===== config.mk =====
export PLATFORM = sky130hd
export DESIGN_NAME = sram_axi_bridge
export DESIGN_NICKNAME = d
export VERILOG_FILES = /design/src/rtl/sram_axi_bridge_pkg.sv /design/src/rtl/sram_axi_bridge_rd_fsm.sv /design/src/rtl/sram_axi_bridge.sv
export SDC_FILE = /design/constraint.sdc
export NUM_CORES = 1
export LEC_CHECK = 0
export CAP_MARGIN = 30
export CELL_PAD_IN_SITES_DETAIL_PLACEMENT = 1
export CELL_PAD_IN_SITES_GLOBAL_PLACEMENT = 2
export CORE_MARGIN = 2
export CORE_UTILIZATION = 25
export DETAILED_ROUTE_END_ITERATION = 7
export PLACE_DENSITY_LB_ADDON = 0.08
export REMOVE_ABC_BUFFERS = 1
export SYNTH_ARGS = -nofsm -noshare
export SYNTH_HDL_FRONTEND = slang
export SYNTH_SLANG_ARGS = --single-unit

===== constraint.sdc =====
create_clock -name i_clk -period 4.8 [get_ports i_clk]
set_input_delay 0.96 -clock i_clk [delete_from_list [all_inputs] [get_ports i_clk]]
set_output_delay 0.96 -clock i_clk [all_outputs]
set_load 0.01 [all_outputs]

===== src/rtl/sram_axi_bridge_pkg.sv =====
// Shared constants for the SRAM-to-AXI bridge: size codes, AXI IDs and FSM encodings.
package sram_axi_bridge_pkg;

  localparam logic [1:0] SIZE_W      = 2'd2;
  localparam logic [3:0] AXI_INST_ID = 4'd0;
  localparam logic [3:0] AXI_DATA_ID = 4'd1;

  typedef enum logic [1:0] {
    RD_IDLE   = 2'd0,
    RD_AR     = 2'd1,
    RD_WAIT_R = 2'd2
  } rd_state_e;

  typedef enum logic [1:0] {
    WR_IDLE   = 2'd0,
    WR_AWW    = 2'd1,
    WR_WAIT_B = 2'd2
  } wr_state_e;

  function automatic logic [2:0] axi_size(input logic [1:0] size);
    return {1'b0, size};
  endfunction

endpackage


===== src/rtl/sram_axi_bridge_rd_fsm.sv =====
// Per-port AXI read channel FSM (axi_read_channel_fsm): IDLE -> AR -> WAIT_R -> IDLE.
// Instanced once for instruction fetch and once for data loads.
module sram_axi_bridge_rd_fsm
  import sram_axi_bridge_pkg::*;
#(
  parameter int         ADDR_W = 32,
  parameter logic [3:0] ID     = 4'd0
) (
  input  logic              i_clk,
  input  logic              i_reset,
  input  logic              i_start,
  input  logic [ADDR_W-1:0] i_addr,
  input  logic [2:0]        i_size,
  input  logic              i_arready,
  input  logic              i_rvalid,
  input  logic [3:0]        i_rid,
  output logic              o_arvalid,
  output logic [ADDR_W-1:0] o_araddr,
  output logic [2:0]        o_arsize,
  output logic              o_data_ok,
  output rd_state_e         o_state
);

  rd_state_e         r_state;
  rd_state_e         w_next;
  logic [ADDR_W-1:0] r_addr;
  logic [2:0]        r_size;

  always_ff @(posedge i_clk) begin
    if (i_reset) begin
      r_state <= RD_IDLE;
      r_addr  <= '0;
      r_size  <= '0;
    end else begin
      r_state <= w_next;
      if (r_state == RD_IDLE && i_start) begin
        r_addr <= i_addr;
        r_size <= i_size;
      end
    end
  end

  // rready is tied high upstream, so any rvalid with our ID completes the read.
  always_comb begin
    w_next    = r_state;
    o_data_ok = 1'b0;
    case (r_state)
      RD_IDLE:   if (i_start) w_next = RD_AR;
      RD_AR:     if (i_arready) w_next = RD_WAIT_R;
      RD_WAIT_R: begin
        if (i_rvalid && (i_rid == ID)) begin
          o_data_ok = 1'b1;
          w_next    = RD_IDLE;
        end
      end
      default:   w_next = RD_IDLE;
    endcase
  end

  assign o_arvalid = (r_state == RD_AR);
  assign o_araddr  = r_addr;
  assign o_arsize  = r_size;
  assign o_state   = r_state;

endmodule


===== src/rtl/sram_axi_bridge.sv =====
// Bridges the core's SRAM-like inst/data ports onto one single-beat AXI4 master.
// Optional BRIDGE_RAW_ADDR_CHECK_EN: stall data reads only on a same-word pending write.
module sram_axi_bridge
  import sram_axi_bridge_pkg::*;
#(
  parameter int         ADDR_W  = 32,
  parameter int         DATA_W  = 32,
  parameter logic [3:0] INST_ID = AXI_INST_ID,
  parameter logic [3:0] DATA_ID = AXI_DATA_ID
) (
  input  logic                i_clk,
  input  logic                i_reset,
  input  logic                i_inst_req,
  input  logic [ADDR_W-1:0]   i_inst_addr,
  output logic                o_inst_addr_ok,
  output logic                o_inst_data_ok,
  output logic [DATA_W-1:0]   o_inst_rdata,
  input  logic                i_data_req,
  input  logic                i_data_wr,
  input  logic [1:0]          i_data_size,
  input  logic [DATA_W/8-1:0] i_data_wstrb,
  input  logic [ADDR_W-1:0]   i_data_addr,
  input  logic [DATA_W-1:0]   i_data_wdata,
  output logic                o_data_addr_ok,
  output logic                o_data_data_ok,
  output logic [DATA_W-1:0]   o_data_rdata,
  output logic [3:0]          o_arid,
  output logic [ADDR_W-1:0]   o_araddr,
  output logic [2:0]          o_arsize,
  output logic                o_arvalid,
  input  logic                i_arready,
  input  logic [3:0]          i_rid,
  input  logic [DATA_W-1:0]   i_rdata,
  input  logic                i_rvalid,
  output logic                o_rready,
  output logic [ADDR_W-1:0]   o_awaddr,
  output logic [2:0]          o_awsize,
  output logic                o_awvalid,
  input  logic                i_awready,
  output logic [DATA_W-1:0]   o_wdata,
  output logic [DATA_W/8-1:0] o_wstrb,
  output logic                o_wvalid,
  input  logic                i_wready,
  input  logic                i_bvalid,
  output logic                o_bready,
  output rd_state_e           o_dbg_inst_state,
  output rd_state_e           o_dbg_data_state,
  output wr_state_e           o_dbg_wr_state
);

  // Handshakes: a transfer happens on any posedge where valid && ready; once raised,
  // valid and its payload hold until that edge. Core side: req holds until addr_ok.
  logic              w_inst_arvalid, w_data_arvalid, w_ar_busy;
  logic [ADDR_W-1:0] w_inst_araddr, w_data_araddr;
  logic [2:0]        w_inst_arsize, w_data_arsize;
  logic              w_inst_rd_ok, w_data_rd_ok, w_store_ok;
  logic              w_inst_rd_dok, w_data_rd_dok;
  logic              w_raw_block;
  rd_state_e         w_inst_state, w_data_state;

  wr_state_e           r_wr_state, w_wr_next;
  logic                r_awvalid, w_awvalid_next;
  logic                r_wvalid, w_wvalid_next;
  logic [ADDR_W-1:0]   r_awaddr;
  logic [2:0]          r_awsize;
  logic [DATA_W-1:0]   r_wdata;
  logic [DATA_W/8-1:0] r_wstrb;

  assign w_ar_busy = w_inst_arvalid | w_data_arvalid;

`ifdef BRIDGE_RAW_ADDR_CHECK_EN
  assign w_raw_block = (r_wr_state != WR_IDLE) &&
                       (r_awaddr[ADDR_W-1:2] == i_data_addr[ADDR_W-1:2]);
`else
  assign w_raw_block = (r_wr_state != WR_IDLE);
`endif

  // Data reads take priority for the shared AR channel; inst only gets it otherwise.
  assign w_data_rd_ok = i_data_req && !i_data_wr && (w_data_state == RD_IDLE) &&
                        !w_ar_busy && !w_raw_block;
  assign w_inst_rd_ok = i_inst_req && (w_inst_state == RD_IDLE) && !w_ar_busy &&
                        !w_data_rd_ok;
  assign w_store_ok   = i_data_req && i_data_wr && (r_wr_state == WR_IDLE) &&
                        (w_data_state == RD_IDLE);

  sram_axi_bridge_rd_fsm #(.ADDR_W(ADDR_W), .ID(INST_ID)) u_inst_rd (
    .i_clk     (i_clk),
    .i_reset   (i_reset),
    .i_start   (w_inst_rd_ok),
    .i_addr    (i_inst_addr),
    .i_size    (axi_size(SIZE_W)),
    .i_arready (i_arready && !w_data_arvalid),
    .i_rvalid  (i_rvalid),
    .i_rid     (i_rid),
    .o_arvalid (w_inst_arvalid),
    .o_araddr  (w_inst_araddr),
    .o_arsize  (w_inst_arsize),
    .o_data_ok (w_inst_rd_dok),
    .o_state   (w_inst_state)
  );

  sram_axi_bridge_rd_fsm #(.ADDR_W(ADDR_W), .ID(DATA_ID)) u_data_rd (
    .i_clk     (i_clk),
    .i_reset   (i_reset),
    .i_start   (w_data_rd_ok),
    .i_addr    (i_data_addr),
    .i_size    (axi_size(i_data_size)),
    .i_arready (i_arready),
    .i_rvalid  (i_rvalid),
    .i_rid     (i_rid),
    .o_arvalid (w_data_arvalid),
    .o_araddr  (w_data_araddr),
    .o_arsize  (w_data_arsize),
    .o_data_ok (w_data_rd_dok),
    .o_state   (w_data_state)
  );

  always_ff @(posedge i_clk) begin
    if (i_reset) begin
      r_wr_state <= WR_IDLE;
      r_awvalid  <= 1'b0;
      r_wvalid   <= 1'b0;
      r_awaddr   <= '0;
      r_awsize   <= '0;
      r_wdata    <= '0;
      r_wstrb    <= '0;
    end else begin
      r_wr_state <= w_wr_next;
      r_awvalid  <= w_awvalid_next;
      r_wvalid   <= w_wvalid_next;
      if (w_store_ok) begin
        r_awaddr <= i_data_addr;
        r_awsize <= axi_size(i_data_size);
        r_wdata  <= i_data_wdata;
        r_wstrb  <= i_data_wstrb;
      end
    end
  end

  // AW and W are raised together but may complete on different cycles.
  always_comb begin
    w_wr_next      = r_wr_state;
    w_awvalid_next = r_awvalid;
    w_wvalid_next  = r_wvalid;
    case (r_wr_state)
      WR_IDLE: begin
        if (w_store_ok) begin
          w_wr_next      = WR_AWW;
          w_awvalid_next = 1'b1;
          w_wvalid_next  = 1'b1;
        end
      end
      WR_AWW: begin
        w_awvalid_next = r_awvalid && !i_awready;
        w_wvalid_next  = r_wvalid && !i_wready;
        if (!w_awvalid_next && !w_wvalid_next) w_wr_next = WR_WAIT_B;
      end
      WR_WAIT_B: if (i_bvalid) w_wr_next = WR_IDLE;
      default:   w_wr_next = WR_IDLE;
    endcase
  end

  assign o_arvalid = w_ar_busy;
  assign o_arid    = w_data_arvalid ? DATA_ID : INST_ID;
  assign o_araddr  = w_data_arvalid ? w_data_araddr : w_inst_araddr;
  assign o_arsize  = w_data_arvalid ? w_data_arsize : w_inst_arsize;
  assign o_rready  = 1'b1;
  assign o_bready  = 1'b1;

  assign o_awvalid = r_awvalid;
  assign o_awaddr  = r_awaddr;
  assign o_awsize  = r_awsize;
  assign o_wvalid  = r_wvalid;
  assign o_wdata   = r_wdata;
  assign o_wstrb   = r_wstrb;

  assign o_inst_addr_ok = w_inst_rd_ok;
  assign o_inst_data_ok = w_inst_rd_dok;
  assign o_inst_rdata   = i_rdata;
  assign o_data_addr_ok = w_data_rd_ok | w_store_ok;
  assign o_data_data_ok = w_data_rd_dok | ((r_wr_state == WR_WAIT_B) && i_bvalid);
  assign o_data_rdata   = i_rdata;

  assign o_dbg_inst_state = w_inst_state;
  assign o_dbg_data_state = w_data_state;
  assign o_dbg_wr_state   = r_wr_state;

endmodule


==> results.json <==
{
  "via_count": 6101,
  "crit_chain": "clkdlybuf4s50_1 > or4b_4 > a211oi_1 > clkdlybuf4s50_1",
  "grt_pass1_wl_um": 38600,
  "syn-instance-count": 811,
  "rsz0062_at_grt": "no",
  "die_w_um": 174,
  "cpMostUsedCell": "clkdlybuf4s50_1",
  "numPortBuffers": 233,
  "grt_usage_pct": 16.6,
  "area_delta_synth_final_pct": 37.4,
  "clock_skew_ps": 11.6,
  "busiest_layer": "met2",
  "crit_path_top_delay_cell": "clkdlybuf4s50_1",
  "fin_crit_ps": 3790,
  "clkTransAtPathRegs_ps": 70,
  "fin_crit_sh_pct": 79.0,
  "overflow": 0,
  "antenna_found_initial": 0,
  "grt_max_degree": 114,
  "outcome": "finished, final reports clean",
  "drv_slew": 0,
  "placed_cell_area_um2": 9300,
  "vias_per_cell": 4.55,
  "grt_pass1_vias": 6425,
  "hold_path.class": "reg2reg",
  "met3_usage_pct": 7.94,
  "maxCapViolCount": 0,
  "cts-htree-levels": 4,
  "layout-drive-gt1-share_pct": 5.75,
  "r2r_start": "u_data_rd.o_state[1]",
  "die_area_um2": 30100,
  "power_density_nw_per_um2": 340,
  "dp_slack_ps": 1000,
  "cts_resized": 0,
  "ys_warn_count": 0,
  "grtUsageMet2_pct": 25.3,
  "rows": 62,
  "cts_tree": "yes",
  "clk_latency_ps": 430,
  "relSlewSlack_pct": 40.2,
  "global_route.usage.met1_pct": 20.9,
  "synth_top_area_cell": "dfxtp_1",
  "clock_path_buffers": 2,
  "cts_buffers": 17,
  "yosysSeqAreaShare_pct": 40.4,
  "crit_arrival_ps": 2830,
  "initial_utilization_pct": 25.2,
  "synth_top_area_share_pct": 40.4,
  "tightest_slew_ps": 897,
  "fin_ws_ps": 1010,
  "stdcell_area_um2": 9880,
  "startpoint_type": "input port",
  "crit_cells": 4,
  "gp_congestion": 0.752,
  "drt_iter0_drc": 206,
  "avgSynthCellArea_um2": 8.87,
  "crit_type": "in2out",
  "wl_um": 25700,
  "cts_setup_buffers": 0,
  "final_cell_mix": "232 x clkdlybuf4s50_1, 170 x nand2b_1, 145 x dfxtp_1, 103 x nand2_1, 100 x mux2i_1",
  "final_util_pct": 34.6,
  "reg2reg_depth": 6,
  "crit_family": "buffers and inverters",
  "synth.ff_latch_count": 145,
  "synth_top_cells_by_area": "dfxtp_1 40%, nand2b_1 15%, mux2i_1 14%",
  "r2r_setup_slack_ps": 2520,
  "seq_area_um2": 2900,
  "drc": 0,
  "multi_input_area_um2": 3440,
  "p_total_mw": 3.36,
  "finalNetCount": 1091,
  "hold_viol_final": 0,
  "ir_drop_v": 0.000176,
  "fmax_mhz": 264,
  "die_h_um": 174,
  "fin_hold_ws_ps": 473,
  "core_um2": 28500,
  "clockRootBuffer": "clkbuf_16",
  "worstPathRequired_ps": 3840,
  "critPathBufInv": 2,
  "worstReg2RegEnd": "u_inst_rd.o_araddr[27]",
  "end_kind": "output port",
  "crit_path_end": "o_data_addr_ok",
  "fillers": 3291,
  "insertedDiodeCount": 0,
  "post-dp-hpwl_um": 17200,
  "wl_per_cell_um": 19.2,
  "synth_area_um2": 7190,
  "io_pins": 337,
  "cp_max_fo": 4,
  "dr.pass1.iters": 4,
  "leakagePower_nw": 3.76,
  "ant_nets": 0,
  "setup_violations": 0,
  "yosysUniqueCellTypes": 33,
  "final_common_cell": "clkdlybuf4s50_1",
  "cts_hold_buf": 0,
  "startpoint": "i_data_req",
  "slowest_delay_ps": 620,
  "cts.sinks": 145
}
## area by class of cell
type / instances / share of cell area [%]
flip-flops and latches: 145 / 29.4
clock inverters: 12 / 1.25
inverters: 6 / 0.253
clock buffers: 20 / 4.62
well taps: 384 / 4.86
repair buffers: 247 / 24.8
multi-input cells: 526 / 34.8
## worst reg2reg max path: cells and delay by family (launching register included)
kind,cells,cell delay [ps]
AND/OR/NAND/NOR,1,180
multiplexers,1,280
AO/OA/AOI/OAI,1,230
flip-flops,1,450
buffers and inverters,3,1050
## how the worst min path moves through the flow
| stage | startpoint | end | slack [ps] | cells past startpoint |
|---|---|---|---|---|
| final | o_wdata[26] | o_wdata[26] | 470 | 2 |
| after CTS | u_inst_rd.o_araddr[10] | u_inst_rd.o_araddr[10] | 480 | 2 |
| after detailed placement | u_data_rd.o_araddr[6] | u_data_rd.o_araddr[6] | 460 | 2 |
| after global routing | o_awaddr[27] | o_awaddr[27] | 500 | 2 |
| after global placement | o_wdata[19] | o_wdata[19] | 450 | 2 |
| after floorplan | u_inst_rd.o_arsize[1] | u_inst_rd.o_arsize[1] | 420 | 2 |
## cells by family after synthesis
kind of cell           Yosys count  synth area share (%)
and+or+nand+nor                330                  25.3
other                            2                 0.104
buffers and inverters          145                  12.3
DFF                            145                  40.4
muxes                          100                  13.9
AOI/OAI and AO/OA               89                  7.93
## registers in the layout, indices dropped and copies added, names as in the netlist
signal              cells
u_data_rd.o_arsize      2
o_wdata                32
o_dbg_wr_state          2
u_inst_rd.o_arsize      1
u_inst_rd.o_state       2
u_data_rd.o_araddr     32
u_inst_rd.o_araddr     32
o_awaddr               32
o_wvalid                1
o_awvalid               1
u_data_rd.o_state       2
o_wstrb                 4
o_awsize                2
## stage by stage
stage	setup TNS, ps	std cells
floorplan	-32610	677
global placement	0	1308
detailed placement	0	1308
CTS	0	1340
global route	0	1340
finish	0	1340
## where the power goes
part           internal (mW)  switching, mW  total [mW]
clock network          0.752          0.575        1.33
registers               1.29         0.0523        1.34
logic                  0.351          0.335       0.686
total                   2.40          0.962        3.36
## layer usage
layer / vias to the layer above / wire (µm)
li1: 2901 / -
met1: 2920 / 11700
met2: 259 / 11100
met3: 17 / 2570
met4: 4 / 207
met5: - / 115
## synthesized netlist by cell type
| master | number |
|---|---|
| clkbuf_1 | 45 |
| and2_1 | 1 |
| o31ai_1 | 36 |
| nand2b_1 | 171 |
| or4b_4 | 1 |
| a21o_1 | 1 |
| conb_1 | 2 |
| nand3b_1 | 2 |
| nor2b_1 | 2 |
| a211oi_1 | 1 |
| nand4_1 | 38 |
| mux2i_1 | 100 |
| nand3_1 | 3 |
| inv_1 | 5 |
| buf_1 | 5 |
| nor3_1 | 1 |
| buf_2 | 8 |
| buf_4 | 74 |
| nor4_2 | 1 |
| nor4b_1 | 2 |
| a311oi_1 | 1 |
| or4b_2 | 1 |
| o211ai_1 | 1 |
| o2111ai_4 | 1 |
| nand4b_1 | 1 |
| nor2_1 | 3 |
| buf_6 | 7 |
| a21oi_1 | 44 |
| dfxtp_1 | 145 |
| nand2_1 | 103 |
| o21a_1 | 1 |
| inv_4 | 1 |
| o21ai_0 | 3 |
Power figures use the tool's default switching activity.
